==> src/rtl/motion_detect_pkg.sv <==
// rtl/motion_detect_pkg.sv - shared sizes and state encoding for the motion frame sink
package motion_detect_pkg;
   localparam int WIDTH_DEFAULT  = 768;
   localparam int HEIGHT_DEFAULT = 576;
   localparam int PIXEL_W        = 24;
   localparam int COORD_W        = 10;
   localparam int COUNT_W        = 19;

   typedef enum logic [1:0] {
      ST_IDLE = 2'd0,
      ST_RUN  = 2'd1,
      ST_DONE = 2'd2
   } state_t;
endpackage

==> src/rtl/motion_bbox_acc.sv <==
// rtl/motion_bbox_acc.sv - running motion pixel count and bounding box for one frame
module motion_bbox_acc
   import motion_detect_pkg::*;
(
   input  logic               clock,
   input  logic               reset,
   input  logic               clear,
   input  logic               update,
   input  logic [COORD_W-1:0] x,
   input  logic [COORD_W-1:0] y,
   output logic [COUNT_W-1:0] count_next,
   output logic [COORD_W-1:0] x_min_next,
   output logic [COORD_W-1:0] x_max_next,
   output logic [COORD_W-1:0] y_min_next,
   output logic [COORD_W-1:0] y_max_next
);
   logic [COUNT_W-1:0] count_q, count_d;
   logic [COORD_W-1:0] x_min_q, x_min_d, x_max_q, x_max_d;
   logic [COORD_W-1:0] y_min_q, y_min_d, y_max_q, y_max_d;

   always_comb begin
      count_d = count_q;
      x_min_d = x_min_q;
      x_max_d = x_max_q;
      y_min_d = y_min_q;
      y_max_d = y_max_q;
      if (clear) begin
         count_d = '0;
         x_min_d = '0;
         x_max_d = '0;
         y_min_d = '0;
         y_max_d = '0;
      end else if (update) begin
         count_d = count_q + 1'b1;
         // A zero count means the box still holds its cleared zeros, not real bounds
         if (count_q == '0) begin
            x_min_d = x;
            x_max_d = x;
            y_min_d = y;
            y_max_d = y;
         end else begin
            x_min_d = (x < x_min_q) ? x : x_min_q;
            x_max_d = (x > x_max_q) ? x : x_max_q;
            y_min_d = (y < y_min_q) ? y : y_min_q;
            y_max_d = (y > y_max_q) ? y : y_max_q;
         end
      end
   end

   always_ff @(posedge clock or negedge reset) begin
      if (!reset) begin
         count_q <= '0;
         x_min_q <= '0;
         x_max_q <= '0;
         y_min_q <= '0;
         y_max_q <= '0;
      end else begin
         count_q <= count_d;
         x_min_q <= x_min_d;
         x_max_q <= x_max_d;
         y_min_q <= y_min_d;
         y_max_q <= y_max_d;
      end
   end

   assign count_next = count_d;
   assign x_min_next = x_min_d;
   assign x_max_next = x_max_d;
   assign y_min_next = y_min_d;
   assign y_max_next = y_max_d;
endmodule

==> src/rtl/motion_frame_sink.sv <==
// rtl/motion_frame_sink.sv - drains one frame from a FWFT FIFO and reports its motion statistics
module motion_frame_sink
   import motion_detect_pkg::*;
#(
   parameter int         WIDTH  = WIDTH_DEFAULT,
   parameter int         HEIGHT = HEIGHT_DEFAULT,
   parameter logic [7:0] THRESH = 8'h80
) (
   input  logic               clock,
   input  logic               reset,
   input  logic               start,
   input  logic               z_empty,
   input  logic [PIXEL_W-1:0] z_dout,
   output logic               z_rd_en,
   output logic               busy,
   output logic               frame_done,
   output logic [COUNT_W-1:0] motion_count,
   output logic               motion_valid,
   output logic [COORD_W-1:0] x_min,
   output logic [COORD_W-1:0] x_max,
   output logic [COORD_W-1:0] y_min,
   output logic [COORD_W-1:0] y_max
);
   localparam logic [COORD_W-1:0] X_LAST = COORD_W'(WIDTH - 1);
   localparam logic [COORD_W-1:0] Y_LAST = COORD_W'(HEIGHT - 1);

   state_t             state_q, state_d;
   logic [COORD_W-1:0] x_q, x_d, y_q, y_d;
   logic [COUNT_W-1:0] count_q, count_d;
   logic               valid_q, valid_d;
   logic [COORD_W-1:0] x_min_q, x_min_d, x_max_q, x_max_d;
   logic [COORD_W-1:0] y_min_q, y_min_d, y_max_q, y_max_d;

   logic               acc_clear, acc_update, is_motion;
   logic [COUNT_W-1:0] acc_count;
   logic [COORD_W-1:0] acc_x_min, acc_x_max, acc_y_min, acc_y_max;
   logic               unused_pixel_hi;

   assign unused_pixel_hi = ^z_dout[PIXEL_W-1:8];
   assign z_rd_en    = (state_q == ST_RUN) && !z_empty;
   assign is_motion  = (z_dout[7:0] >= THRESH);
   assign acc_clear  = (state_q == ST_IDLE) && start;
   assign acc_update = z_rd_en && is_motion;

   motion_bbox_acc u_acc (
      .clock      (clock),
      .reset      (reset),
      .clear      (acc_clear),
      .update     (acc_update),
      .x          (x_q),
      .y          (y_q),
      .count_next (acc_count),
      .x_min_next (acc_x_min),
      .x_max_next (acc_x_max),
      .y_min_next (acc_y_min),
      .y_max_next (acc_y_max)
   );

   always_comb begin
      state_d = state_q;
      x_d     = x_q;
      y_d     = y_q;
      count_d = count_q;
      valid_d = valid_q;
      x_min_d = x_min_q;
      x_max_d = x_max_q;
      y_min_d = y_min_q;
      y_max_d = y_max_q;
      case (state_q)
         ST_IDLE: begin
            if (start) begin
               state_d = ST_RUN;
               x_d     = '0;
               y_d     = '0;
            end
         end
         ST_RUN: begin
            if (z_rd_en) begin
               if (x_q == X_LAST) begin
                  x_d = '0;
                  y_d = (y_q == Y_LAST) ? '0 : y_q + 1'b1;
               end else begin
                  x_d = x_q + 1'b1;
               end
               // Results take the accumulator's next value so the last pixel is included
               if (x_q == X_LAST && y_q == Y_LAST) begin
                  state_d = ST_DONE;
                  count_d = acc_count;
                  valid_d = (acc_count != '0);
                  x_min_d = acc_x_min;
                  x_max_d = acc_x_max;
                  y_min_d = acc_y_min;
                  y_max_d = acc_y_max;
               end
            end
         end
         ST_DONE: state_d = ST_IDLE;
         default: state_d = ST_IDLE;
      endcase
   end

   always_ff @(posedge clock or negedge reset) begin
      if (!reset) begin
         state_q <= ST_IDLE;
         x_q     <= '0;
         y_q     <= '0;
         count_q <= '0;
         valid_q <= 1'b0;
         x_min_q <= '0;
         x_max_q <= '0;
         y_min_q <= '0;
         y_max_q <= '0;
      end else begin
         state_q <= state_d;
         x_q     <= x_d;
         y_q     <= y_d;
         count_q <= count_d;
         valid_q <= valid_d;
         x_min_q <= x_min_d;
         x_max_q <= x_max_d;
         y_min_q <= y_min_d;
         y_max_q <= y_max_d;
      end
   end

   assign busy         = (state_q == ST_RUN);
   assign frame_done   = (state_q == ST_DONE);
   assign motion_count = count_q;
   assign motion_valid = valid_q;
   assign x_min        = x_min_q;
   assign x_max        = x_max_q;
   assign y_min        = y_min_q;
   assign y_max        = y_max_q;
endmodule
==> config.mk <==
export PLATFORM = sky130hd
export DESIGN_NAME = motion_frame_sink
export DESIGN_NICKNAME = d
export VERILOG_FILES = /design/src/rtl/motion_detect_pkg.sv /design/src/rtl/motion_bbox_acc.sv /design/src/rtl/motion_frame_sink.sv
export SDC_FILE = /design/constraint.sdc
export NUM_CORES = 1
export LEC_CHECK = 0
export ABC_AREA = 1
export BUFFER_PORTS_ARGS = -buffer_cell sky130_fd_sc_hd__buf_2
export CORE_AREA = 3 3 131 145
export CTS_CLUSTER_SIZE = 25
export DETAILED_ROUTE_END_ITERATION = 16
export DIE_AREA = 0 0 134 148
export GPL_ROUTABILITY_DRIVEN = 0
export GPL_TIMING_DRIVEN = 0
export PLACE_DENSITY = 0.7
export SLEW_MARGIN = 25
export SYNTH_ARGS = -nofsm -noshare
export SYNTH_HDL_FRONTEND = slang
export SYNTH_HIERARCHICAL = 1
export SYNTH_SLANG_ARGS = --single-unit
==> constraint.sdc <==
create_clock -name clock -period 2.74 [get_ports clock]
set_input_delay 0.548 -clock clock [delete_from_list [all_inputs] [get_ports clock]]
set_output_delay 0.548 -clock clock [all_outputs]
set_load 0.02 [all_outputs]
Word-level counts from Yosys, hierarchy flattened
Index checks and enable logic that the tools add are counted.

Reduce and logical (&&, ||, !) cells: 13. Multipliers: 0. Equal/unequal tests: 8. Divide/modulo/power cells: 0. Shifts and indexed selects: 0. Bitwise operators: 0. Add/subtract/negate cells: 3. Muxes and demuxes: 30. $lt $le $gt $ge: 5.

Operator list (count): $mux W10 (22); $pmux W10 S2 (2); $mux W19 (2); $add A10 B1 Y10 const B (2); $eq A10 B10 Y1 const B (2); $gt A10 B10 Y1 (2); $lt A10 B10 Y1 (2); $add A19 B1 Y19 const B (1); $logic_not A19 Y1 (1); $reduce_bool A19 Y1 (1); $reduce_and A3 Y1 (3); $ge A8 B8 Y1 const B (1); $mux W2 (3); $logic_and A1 B1 Y1 (4); $ne A2 B1 Y1 const B (2); $ne A2 B2 Y1 const B (2); $pmux W2 S2 (1); $reduce_and A4 Y1 (1); $eq A2 B1 Y1 const B (1); $eq A2 B2 Y1 const B (1); $logic_not A2 Y1 (1); $reduce_bool A2 Y1 (1); $logic_not A1 Y1 (1).

RAM bits: 0. Output and inout port bits: 63. Memories kept: 0. Bits in latches: 0. Register bits: 141. ROM bits: 0.

Depth between registers and ports, before layout
Word-level depth: 6. Gate-level depth with buffers: 20. Gate-level depth less buffers: 19.

Hierarchy
Netlist, hierarchy kept.

Modules (own cells, without submodules): motion_bbox_acc (seq. area each 1476.4 um^2, area an instance 4060.1 um^2, cells each 555, instances 1); motion_frame_sink (seq. area each 2052.0 um^2, area an instance 3818.7 um^2, cells each 471, instances 1).

Worst setup path before layout
Ideal clock, no wire load.

Path kind: input port to flip-flop. From: input port z_empty. To: register valid_q (netlist: motion_valid). Data required time: 2.624 ns. Path buffers: 1. Arrival time: 2.087 ns. Cell stages on the path: 17. Setup slack: 0.536 ns. Library setup time: 0.116 ns. Cells stage by stage: inv_1 -> nand2_1 -> nor2_1 -> buf_4 -> nand3_1 -> inv_2 -> nand3_1 -> nor2_2 -> nand4_1 -> o21ai_0 -> a21oi_1 -> nor2_1 -> nand3_1 -> nor2_1 -> nand3_1 -> nand2_1 -> nand2_1.

Longest elaborated chain between the ends: 6. Elaborated cells on any way between the ends: 7. Classes of those cells: 2 x mux; 5 x reduce/logical.

RTL lines: start: declaration (RTL line motion_frame_sink.sv:12) `input logic z_empty,`; $logic_not A1 Y1 (RTL line motion_frame_sink.sv:40) `assign z_rd_en = (state_q == ST_RUN) && !z_empty;`; $logic_and A1 B1 Y1 (RTL line motion_frame_sink.sv:40); $logic_and A1 B1 Y1 (RTL line motion_frame_sink.sv:43) `assign acc_update = z_rd_en && is_motion;`; via acc_update (RTL line motion_frame_sink.sv:34) `logic acc_clear, acc_update, is_motion;`; $mux W19 (RTL line motion_bbox_acc.sv:33) `end else if (update) begin`; $mux W19 (RTL line motion_bbox_acc.sv:27) `if (clear) begin`; via acc_count[12] (RTL line motion_frame_sink.sv:35) `logic [COUNT_W-1:0] acc_count;`; $reduce_bool A19 Y1 (RTL line motion_frame_sink.sv:89) `valid_d = (acc_count != '0);`; end signal: assignment (RTL line motion_frame_sink.sv:118) `valid_q <= valid_d;`; end: declaration (RTL line motion_frame_sink.sv:30) `logic valid_q, valid_d;`.

The timed path passes the listed nets, and every way through them passes these cells. A chain may end at the register's enable or synchronous reset.

Worst setup path after layout
From: register state_q[0]. To: register valid_q (netlist: motion_valid).

Longest elaborated chain between the ends: 6. Elaborated cells on any way between the ends: 9. Classes of those cells: 1 x eq/ne; 2 x mux; 6 x reduce/logical.

RTL lines: start: declaration (RTL line motion_frame_sink.sv:27) `state_t state_q, state_d;`; start signal: assignment (RTL line motion_frame_sink.sv:114) `state_q <= state_d;`; $eq A2 B1 Y1 (RTL line motion_frame_sink.sv:40); $logic_and A1 B1 Y1 (RTL line motion_frame_sink.sv:40); $logic_and A1 B1 Y1 (RTL line motion_frame_sink.sv:43); via acc_update (RTL line motion_frame_sink.sv:34); $mux W19 (RTL line motion_bbox_acc.sv:33); $mux W19 (RTL line motion_bbox_acc.sv:27); via acc_count[12] (RTL line motion_frame_sink.sv:35); $reduce_bool A19 Y1 (RTL line motion_frame_sink.sv:89).

The timed path passes the listed nets, and every way through them passes these cells.

==> impl_metrics.py <==
metrics = {
    "outcome": {
        "status": "finished clean",
    },
    "sta": {
        "fmax_mhz": 399,
        "finalCritPeriodShare_pct": 91.6,
        "tightest_slew_ns": 0.738,
        "setup_viol": 0,
        "hold_viol_final": 0,
        "fin_worst_skew_ns": 0.00742,
        "relSlewSlack_pct": 50.7,
        "finalSetupTns_ns": 0,
        "period_minus_slack_ns": 2.51,
        "finalMaxSlewViolations": 0,
    },
    "synthesis": {
        "yosysWarnings": 6,
        "synth_top_family_by_area": "simple AND/OR/NAND/NOR gates",
        "yosysUniqueCellTypes": 33,
        "netlist_area_sq_um": 7880,
        "syn_area_per_cell_sq_um": 7.68,
        "synth_top_area_share_pct": 44.8,
        "yosys.area_share.simple_pct": 31.6,
        "synth_nets": 1096,
        "synthAdderAreaFrac_pct": 6.67,
        "yosysTopAreaCell": "dfrtp_1",
        "synthCells": 1026,
        "yosysSeqAreaShare_pct": 44.8,
        "synth_mux_area_share_pct": 0,
        "synth-compound-area-share_pct": 5.83,
        "synth_seq_cells": 141,
        "synthXorXnorAreaFrac_pct": 1.00,
        "synthTopCellsByArea": "dfrtp_1 (45%), nand2_1 (15%), ha_1 (6.7%)",
    },
    "finish": {
        "final_cell_mix": "nand2_1 (323), dfrtp_1 (140), inv_1 (127)",
        "syn2layout_area_growth_pct": 17.8,
        "drive_gt1_share_pct": 17.1,
        "final_common_cell": "nand2_1",
        "design_area_sq_um": 9280,
        "final_nets": 1191,
        "diodes": 0,
        "utilization_pct": 52.5,
    },
    "placed_design": {
        "place_area_sq_um": 8550,
        "portBuffers": 67,
        "dpl.hpwl_microns": 14200,
    },
    "grt": {
        "grt_use_total_pct": 20.4,
        "grt_use_met1_pct": 27.5,
        "antenna_found_initial": 0,
        "grt_pass1_vias": 6666,
        "use_met2_pct": 33.7,
        "grt_pass1_wl_microns": 32700,
        "overflow": 0,
        "grt_busiest_layer": "met2",
        "grt_max_degree": 92,
        "grt_util_met3_pct": 4.05,
    },
    "clock_tree": {
        "cts.clk_slew.worst_paths_ns": 0.06,
        "cts-htree-levels": 4,
        "cts_buffers": 17,
        "clock_sinks": 141,
        "clkLatencyLatePin_ns": 0.42,
        "cts_tree": "done",
        "root_buffer": "clkbuf_16",
        "cts_max_path_buffers": 2,
    },
    "die": {
        "rows": 51,
        "io_pins": 91,
        "die_w_microns": 134,
        "initial_core_util_pct": 44.6,
        "dieArea_sq_um": 19800,
        "dieHeight_microns": 148,
        "core_area_sq_um": 17700,
    },
    "pwr": {
        "power.internal_w": 0.00485,
        "pwr-share-clk_pct": 34.5,
        "cellPowerDensity_nw_per_um2": 794,
        "pwr-share-seq_pct": 36.5,
        "p_leak_nw": 5.27,
        "power_switching_w": 0.00253,
        "finalPower_w": 0.00737,
        "p_sw_share_pct": 34.3,
        "vdd_drop_max_v": 0.000471,
        "p_comb_share_pct": 29.1,
    },
    "routing": {
        "drt_pass1_iterations": 5,
        "wl_per_cell_microns": 14.1,
        "ant_nets": 0,
        "drt_iter0_markers": 402,
        "viasPerCell": 4.92,
        "drc": 0,
        "routed-via-count": 6744,
        "routed_wl_microns": 19300,
    },
    "worst_hold_path": {
        "hp-class": "primary input to async pin",
    },
    "critical_path": {
        "cp-start-kind": "flip-flop",
        "crit_family": "simple AND/OR/NAND/NOR gates",
        "cp_max_fo": 6,
        "endpoint_kind": "flip-flop",
        "worst_path_most_repeated_cell": "nand3_1",
        "slowest_stage": "dfrtp_2",
        "timing.setup.critical_path_class": "flip-flop to flip-flop",
        "crit_chain": "inv_1, nor2_2, nand2_2, nor2_4, buf_4, nand3_1, inv_2, nand3_1, nor2_4, nand4_1, o21ai_0, a21oi_1, nor2_1, nand3_1, nor2_2, nand3_1, nand2_1, nand2_1",
        "cp_num_buf_inv": 3,
        "max_stage_delay_ns": 0.37,
        "required_ns": 3.05,
        "arrival_ns": 2.82,
    },
    "run": {
        "drv_cap": 0,
    },
}
==> sequential cells by signal, indices dropped and copies added, names as in the netlist <==
signal,cells
x_min,10
u_acc/count_q,19
u_acc/x_max_q,10
motion_count,19
y_q,10
state_q,2
y_max,10
x_max,10
x_q,10
u_acc/x_min_q,10
u_acc/y_min_q,10
u_acc/y_max_q,10
motion_valid,1
y_min,10
==> Yosys cell counts <==
| master | number |
|---|---|
| nand2_1 | 324 |
| dfrtp_1 | 141 |
| inv_1 | 127 |
| nor2_1 | 100 |
| nand3_1 | 78 |
| a21oi_1 | 62 |
| ha_1 | 42 |
| nand2_2 | 30 |
| o21ai_0 | 18 |
| buf_6 | 17 |
| nand4_1 | 15 |
| buf_2 | 10 |
| clkbuf_1 | 10 |
| xor2_1 | 8 |
| nor3_1 | 6 |
| nand3b_1 | 5 |
| inv_2 | 4 |
| nor2_2 | 4 |
| nor2_4 | 4 |
| o21a_1 | 4 |
| nor3_2 | 3 |
| buf_1 | 2 |
| buf_4 | 2 |
| a21oi_2 | 1 |
| a22oi_1 | 1 |
| a31oi_1 | 1 |
| nand3_2 | 1 |
| nand3_4 | 1 |
| nand4_2 | 1 |
| nor3_4 | 1 |
| o22ai_1 | 1 |
| or2_2 | 1 |
| xnor2_1 | 1 |
==> per-stage QoR <==
stage               hold WS (ns)  instances  setup slack (ns)
detailed placement         0.460       1332           -0.0116
finish                    0.0286       1372             0.231
CTS                       0.0467       1364            0.0418
floorplan                  0.252       1026             0.536
global route              0.0477       1372           -0.0459
global placement           0.460       1331            -0.946
==> path summary, 6_finish.rpt <==
| check | depth (start not counted) | endpoint | startpoint | slack (ns) |
|---|---|---|---|---|
| setup / recovery | 18 | motion_valid$_DFFE_PN0P_ | state_q[0]$_DFFE_PN0P_ | 0.23 |
| hold / removal | 1 | x_max[4]$_DFFE_PN0P_ | reset | 0.03 |
| setup reg to reg | 18 | motion_valid$_DFFE_PN0P_ | state_q[0]$_DFFE_PN0P_ | 0.23 |
| hold reg to reg | 2 | y_min[4]$_DFFE_PN0P_ | y_min[4]$_DFFE_PN0P_ | 0.47 |
| max in group asynchronous | 2 | y_max[3]$_DFFE_PN0P_ | reset | 1.95 |
| min in group clock | 3 | state_q[0]$_DFFE_PN0P_ | z_empty | 0.42 |
==> logic make-up (layout without fill, tap and decap cells) <==
family | count (synthesis) | after routing
compound gates | 88 | 88
xor+xnor | 9 | 9
fa+ha+maj | 42 | 42
buf+inv | 172 | 280
flops | 141 | 141
simple gates | 574 | 574
==> power by group through the flow <==
| stage | logic, W | registers [W] | clock network [W] |
|---|---|---|---|
| after CTS | 0.00215 | 0.00268 | 0.00258 |
| after floorplan | 0.00166 | 0.00262 | 0 |
| after detailed placement | 0.00212 | 0.00271 | 0 |
| final | 0.00214 | 0.00269 | 0.00254 |
| after global routing | 0.00248 | 0.00274 | 0.00266 |
| after global placement | 0.00203 | 0.00271 | 0 |
==> final cells by class <==
cell class / count / area, sq um
multi-input cells: 713 / 3580
inverters: 131 / 492
fillers: 1702 / 8390
well taps: 238 / 298
flip-flops and latches: 141 / 3530
repair buffers: 76 / 433
clock inverters: 12 / 191
plain buffers: 41 / 302
clock buffers: 20 / 457
==> per-layer routing <==
metal	up-vias	part of all wire, %
met5	-	0
met1	3169	45
met2	154	49
li1	3405	-
met4	0	1.1
met3	16	4.8
==> repair_timing <==
item                                    in CTS  in global routing
endpoints found under the setup margin       0                  2
hold buffers                                 0                  0
buffers inserted                             0                  8
resized for setup                            0                  9
Power figures use the tool's default switching activity.
